$ cat src/rtl/output_byte_ctrl.sv
// Output-byte sequencer for the DES datapath: routes each finished block either to SRAM
// as an 8-beat byte burst with an auto-incrementing write pointer, or to I2C as a valid/ready handoff.
module output_byte_ctrl #(
  parameter int          ADDR_W    = 16,
  parameter int unsigned BASE_ADDR = 0,
  parameter int          NBYTES    = 8
) (
  input  logic              clk,
  input  logic              rst,
  input  logic              des_done_i,
  input  logic              rw_i,
  input  logic              i2c_ready_i,
  input  logic              addr_clear_i,
  output logic              load_enable_o,
  output logic              sram_we_o,
  output logic [ADDR_W-1:0] sram_addr_o,
  output logic              i2c_valid_o,
  output logic              busy_o,
  output logic              block_done_o,
  output logic              overrun_o
);

  typedef enum logic [2:0] {
    IDLE,
    LOAD,
    WRITE,
    I2C_HOLD,
    DONE
  } state_t;

  localparam logic [ADDR_W-1:0] BASE      = ADDR_W'(BASE_ADDR);
  localparam logic [2:0]        LAST_BEAT = 3'(NBYTES - 1);

  state_t              state_q;
  logic [ADDR_W-1:0]   ptr_q;
  logic [2:0]          beat_q;
  logic                overrun_q;

  // The chosen direction lives in the state itself: LOAD/WRITE for SRAM, I2C_HOLD for I2C.
  always_ff @(posedge clk or posedge rst) begin
    if (rst) begin
      state_q   <= IDLE;
      ptr_q     <= BASE;
      beat_q    <= 3'd0;
      overrun_q <= 1'b0;
    end else begin
      overrun_q <= des_done_i && (state_q != IDLE);
      case (state_q)
        IDLE: begin
          if (addr_clear_i) ptr_q <= BASE;
          if (des_done_i) state_q <= rw_i ? I2C_HOLD : LOAD;
        end
        LOAD: begin
          beat_q  <= 3'd0;
          state_q <= WRITE;
        end
        WRITE: begin
          ptr_q  <= ptr_q + ADDR_W'(1);
          beat_q <= beat_q + 3'd1;
          if (beat_q == LAST_BEAT) state_q <= DONE;
        end
        I2C_HOLD: begin
          if (i2c_ready_i) state_q <= DONE;
        end
        DONE: begin
          state_q <= IDLE;
        end
        default: begin
          state_q <= IDLE;
        end
      endcase
    end
  end

  // The address bus always shows the write pointer, so it reads BASE_ADDR straight out of reset.
  assign load_enable_o = (state_q == LOAD);
  assign sram_we_o     = (state_q == WRITE);
  assign sram_addr_o   = ptr_q;
  assign i2c_valid_o   = (state_q == I2C_HOLD);
  assign busy_o        = (state_q != IDLE);
  assign block_done_o  = (state_q == DONE);
  assign overrun_o     = overrun_q;

endmodule
$ cat config.mk
export PLATFORM = sky130hd
export DESIGN_NAME = output_byte_ctrl
export DESIGN_NICKNAME = d
export VERILOG_FILES = /design/src/rtl/output_byte_ctrl.sv
export SDC_FILE = /design/constraint.sdc
export NUM_CORES = 1
export LEC_CHECK = 0
export BUFFER_PORTS_ARGS = -buffer_cell sky130_fd_sc_hd__buf_4
export CAP_MARGIN = 0
export CORE_ASPECT_RATIO = 1.75
export CORE_MARGIN = 8
export CORE_UTILIZATION = 40
export CTS_CLUSTER_SIZE = 30
export DETAILED_ROUTE_END_ITERATION = 10
export HOLD_SLACK_MARGIN = 0.03
export SYNTH_ARGS = -nofsm -noshare
export SYNTH_HDL_FRONTEND = slang
export SYNTH_SLANG_ARGS = --single-unit
export TNS_END_PERCENT = 30
$ cat constraint.sdc
create_clock -name clk -period 4 [get_ports clk]
set_input_delay 0.4 -clock clk [delete_from_list [all_inputs] [get_ports clk]]
set_output_delay 0.4 -clock clk [all_outputs]
set_load 0.1 [all_outputs]
==> reports/metrics.cfg, run 1 <==
[status]
status=finished clean

[cells_and_area]
layout.cells.non_filler=179
seqCellArea_um2=576
diodes=0
multiInputGateArea_um2=569
fin_util=0.498
area_growth_pct=20.7
nets=161
final_layout_size_suffix_gt1_frac=0.225
fillers=285

[synthesis]
syn_inst=126
async_reset_ff_frac=1.00
netlist_area_um2=1190
syn_nets=135
synth_warnings=0
yosys.cell_types.count=29
syn_area_per_cell_um2=9.48
synth_top_flop_cell=dfrtp_1
synth_edf_count=0
yosysSeqAreaShare=0.482
ys_ff_latch=23

[timing]
worstMarginPinSlew_ns=0.860
hold_ws_ns=0.318
maxSlewHeadroom=0.426
drv_slew=0
finalCritPeriodShare=0.593
skew_ns=0.00356
finalCriticalPeriod_ns=2.37
finalSetupViolations=0
fmax_mhz=422
setup_tns_ns=0
finalHoldViolCount=0
rsz0062_at_grt=no

[detailed_routing]
avgRoutedWirePerCell_um=15.5
drc_errors=0
vias=1006
drt_iter0_markers=21
routed_via_density=5.62
route.antenna.remaining_nets=0
wirelength_um=2770
drt_pre_antenna_iters=5

[global_routing]
overflow=0
antenna_found_initial=0
track_usage=0.117
grt_max_degree=24
grt_pass1_vias=1015
grt_pass1_wl_um=4770

[setup_path]
cp-end-kind=output pin
critPathLaunchType=flip-flop
crit_fanout=13
cp.required_ns=3.60
crit_arrival_ns=1.97
critPathKind=reg -> out

[cts]
h-tree-depth=1
clk_pin_slew_worst_paths_ns=0.08
post_cts_buffers=0
post_cts_resized=0
clkLatencyLatePin_ns=0.26
cts_buffers=3
cts_sinks=23
cts-root-buf=clkbuf_8
hold_buffers=0
cts_buffer_depth=2
cts_tree=built

[floorplanning]
start_util=0.413
die_x_um=57.3
row_count=26
fp.dieH_um=88.3
die_area_um2=5060
io_pins=28
core_um2=2900

[place]
routabilityCongestion=0.805
dpl.cell_count=175
port_buffers=27
dp_hpwl_um=2140

[run]
maxCapViolCount=0

[worst_hold_path]
hp-class=in -> async

## layout by cell type, fill, tap and decap left out
master     n
and3b_1    1
o21ai_0   11
a22oi_1    1
ha_1       3
and3_1     1
buf_4     27
o311ai_0   1
nor2_1    13
nor4_4     1
inv_1      4
and4_1     1
or3b_4     1
o21a_1     2
nor3_1     5
or4b_2     1
mux2i_1    7
nand2_1   15
dfrtp_1   23
and2_1     2
a21oi_1    4
nand4_1    6
nand3_1    6
a22o_1     2
nor3b_1    2
a31o_2     1
clkbuf_1   1
a31oi_1    5
or3_1      1
clkbuf_8   3
## worst max-delay path: stages, from the launching register on
cell and delay, ns:
dfrtp_1 0.51, or3b_4 0.52, inv_1 0.32, buf_4 0.36
## sequential cells by signal, summed over array words and instances, names as in the netlist
| signal | count |
|---|---|
| beat_q | 3 |
| sram_addr_o | 16 |
| state_q | 3 |
| overrun_o | 1 |
## layer usage
metal | track usage | part of all wire | vias up
met5 | 0 | 0 | -
li1 | - | - | 510
met4 | 0.0505 | 0.021 | 0
met2 | 0.209 | 0.51 | 25
met3 | 0.0262 | 0.053 | 6
met1 | 0.128 | 0.42 | 465
## worst paths after layout
check | start | to | slack (ns) | cells past startpoint
max | state_q[1] | sram_we_o | 1.63 | 3
min | rst | sram_addr_o[5] | 0.32 | 2
max reg2reg | state_q[1] | sram_addr_o[7] | 2.11 | 4
min reg2reg | sram_addr_o[15] | sram_addr_o[15] | 0.49 | 1
max in group asynchronous | rst | sram_addr_o[0] | 3.15 | 2
min in group clk | des_done_i | overrun_o | 0.38 | 2
## per-stage QoR
| stage | setup WS (ns) | cell area, um2 |
|---|---|---|
| floorplan | 0.557 | 1190 |
| global placement | 1.96 | 1400 |
| detailed placement | 1.93 | 1400 |
| CTS | 1.64 | 1440 |
| global route | 1.51 | 1440 |
| finish | 1.63 | 1440 |
## logic make-up (layout without fill, tap and decap cells)
kind of cell,Yosys count,in the layout,share of synthesized area
buf+inv,10,35,0.0419
fa+ha+maj,3,3,0.0314
compound gates,27,27,0.137
mux,7,7,0.0586
flops,23,23,0.482
simple gates,56,56,0.249
## layout make-up
type	count	share of cell area
Sequential cell	23	0.399
Multi-Input combinational cell	93	0.395
Timing Repair Buffer	27	0.141
Clock buffer	4	0.0312
Tap cell	28	0.0243
Inverter	4	0.0104
## cells in the mapped netlist, drive strengths merged, types with 2 or more instances
cell type,number,area [um2]
a21oi,4,20.0
dfrtp,23,576
a31oi,5,31.3
nand4,6,37.5
a22o,2,17.5
ha,3,37.5
o21a,2,15.0
o21ai,11,55.1
nand2,15,56.3
nor3,5,25.0
buf,5,31.3
and2,2,12.5
inv,4,15.0
nor3b,2,15.0
nand3,6,30.0
mux2i,7,70.1
nor2,13,48.8
Power of run 1 is left out: the tool's default activity adds up to more than one toggle a clock period on the data nets, which glitch-free logic cannot reach.
==> run 2, diff against run 1 <==
- clock period: 4 -> 1.9 ns (I/O delays scaled with it)
==> reports/metrics.cfg, run 2 (same netlist as run 1, synthesis figures left out) <==
[place]
dp_hpwl_um=2250  ; was 2140 um
routabilityCongestion=0.844  ; was 0.805
post-place-ws_ns=0.215  ; was 1.93 ns
port_buffers=27  ; unchanged

[detailed_routing]
drc_errors=0  ; unchanged
drt_pre_antenna_iters=4  ; was 5
route.met2.wl_um=1600  ; was 1400 um
top_layer=met4  ; unchanged
routed_via_density=5.91  ; was 5.62
avgRoutedWirePerCell_um=15.7  ; was 15.5 um
drt_iter0_markers=17  ; was 21
route.antenna.remaining_nets=0  ; unchanged
wirelength_um=2920  ; was 2770 um
met3_length_um=176  ; was 147 um
m1WireLength_um=1100  ; was 1160 um
vias=1099  ; was 1006

[floorplanning]
die_area_um2=5060  ; unchanged
io_pins=28  ; unchanged
core_um2=2900  ; unchanged
start_util=0.413  ; unchanged
fp.dieH_um=88.3  ; unchanged
row_count=26  ; unchanged
die_x_um=57.3  ; unchanged

[timing]
skew_ns=0.00271  ; was 0.00356 ns
finalCritPeriodShare=0.943
fmax_mhz=558
drv_slew=0  ; unchanged
finalSetupViolations=0  ; unchanged
worstMarginPinSlew_ns=0.464  ; was 0.860 ns
maxSlewHeadroom=0.687  ; was 0.426
rsz0062_at_grt=no  ; unchanged
layout_setup_ws_ns=0.109  ; was 1.63 ns
finalCriticalPeriod_ns=1.79
finalHoldViolCount=0  ; unchanged

[cts]
clkLatencyLatePin_ns=0.26  ; about the same
cts_sinks=23  ; unchanged
cts-root-buf=clkbuf_8  ; unchanged
h-tree-depth=1  ; unchanged
clk_pin_slew_worst_paths_ns=0.08  ; about the same
cts_tree=built  ; unchanged
post_cts_buffers=0  ; unchanged
cts_buffer_depth=2  ; unchanged
cts_buffers=3  ; unchanged

[setup_path]
critPathSlowestCell=or3b_4  ; unchanged
cp.required_ns=1.71  ; was 3.60 ns
worstPathCellList=or3b_4, clkinvlp_4, buf_6  ; was or3b_4, inv_1, buf_4
crit_arrival_ns=1.60  ; was 1.97 ns
critPathLaunchType=flip-flop  ; unchanged
cp-end-kind=output pin  ; unchanged
crit_fanout=13  ; unchanged
critPathKind=reg -> out  ; unchanged
critPathMaxStageDelay_ns=0.51  ; was 0.52 ns

[global_routing]
overflow=0  ; unchanged
grt_max_degree=24  ; unchanged
grt_pass1_wl_um=5040  ; was 4770 um
grt_pass1_vias=1058  ; was 1015
track_usage=0.125  ; was 0.117
antenna_found_initial=0  ; unchanged

[cells_and_area]
seqCellArea_um2=587  ; was 576 um2
mostFrequentLayoutCell=buf_4  ; unchanged
mostFrequentLayoutCells=buf_4 (32), nand2_1 (15), dfrtp_1 (14)  ; was buf_4 (27), dfrtp_1 (23), nand2_1 (15)
nets=168  ; was 161
fillers=281  ; was 285
multiInputGateArea_um2=581  ; was 569 um2
largest_register_ffs=16  ; unchanged
final_layout_size_suffix_gt1_frac=0.329  ; was 0.225
diodes=0  ; unchanged
area_growth_pct=28.0  ; was 20.7%

[worst_hold_path]
hp-class=in -> reg  ; was in -> async

[status]
status=finished clean  ; unchanged

[run]
maxCapViolCount=0  ; unchanged

[run 2: cell types whose count changed in the layout (fill, tap and decap cells not counted)]
cell	change
dfrtp_1	-9
dfrtp_2	+9
buf_4	+5
buf_6	+1
clkbuf_1	-1
clkinv_2	+1
clkinvlp_4	+1
dlygate4sd3_1	+1
inv_1	-1
nor3b_1	-1
nor3b_4	+1
[run 2: worst paths after layout]
| check | from | to | slack [ns] | depth (start not counted) |
|---|---|---|---|---|
| min | des_done_i | overrun_o | 0.16 | 2 |
| min in group asynchronous | rst | sram_addr_o[5] | 0.52 | 4 |
| max in group asynchronous | rst | sram_addr_o[2] | 1.14 | 4 |
| max | state_q[0] | sram_we_o | 0.11 | 3 |
| max reg2reg | state_q[0] | sram_addr_o[7] | 0.18 | 4 |
| min reg2reg | sram_addr_o[8] | sram_addr_o[8] | 0.49 | 1 |
[run 2: final cells by class]
class	count	area share
inverters	4	0.0123
flip-flops and latches	23	0.384
repair buffers	34	0.171
well taps	28	0.0229
clock buffers	3	0.0270
multi-input cells	93	0.380
clock inverters	1	0.00327
[run 2: timing repair]
item / CTS / global route
hold buffers: 1 / 0
endpoints found under the setup margin: 1 / 1
hold endpoints to repair: 23 / 0
gates resized for setup: 1 / 1
[run 2: layer usage]
metal,up-vias,GRT usage
li1,519,-
met1,537,0.129
met2,37,0.229
met3,6,0.0320
met4,0,0.0528
met5,-,0
[run 2: stage by stage]
| step | TNS [ns] | hold WS (ns) | instances | instance area (um2) | utilization |
|---|---|---|---|---|---|
| 3_5_place_dp | 0 | 0.258 | 181 | 1470 | 0.506 |
| 2_1_floorplan | -0.0558 | 0.191 | 126 | 1220 | - |
| 6_report | 0 | 0.158 | 186 | 1530 | 0.528 |
| 3_3_place_gp | 0 | 0.249 | 181 | 1470 | 0.506 |
| 5_1_grt | 0 | 0.170 | 186 | 1530 | 0.528 |
| 4_1_cts | 0 | 0.156 | 186 | 1530 | 0.527 |
[run 2: critical path: cells and delay by family, from the launching register on]
kind,cells,cell delay [ns]
buffers and inverters,2,0.42
DFF,1,0.41
and+or+nand+nor,1,0.51
Power of run 2 is left out for the same reason.
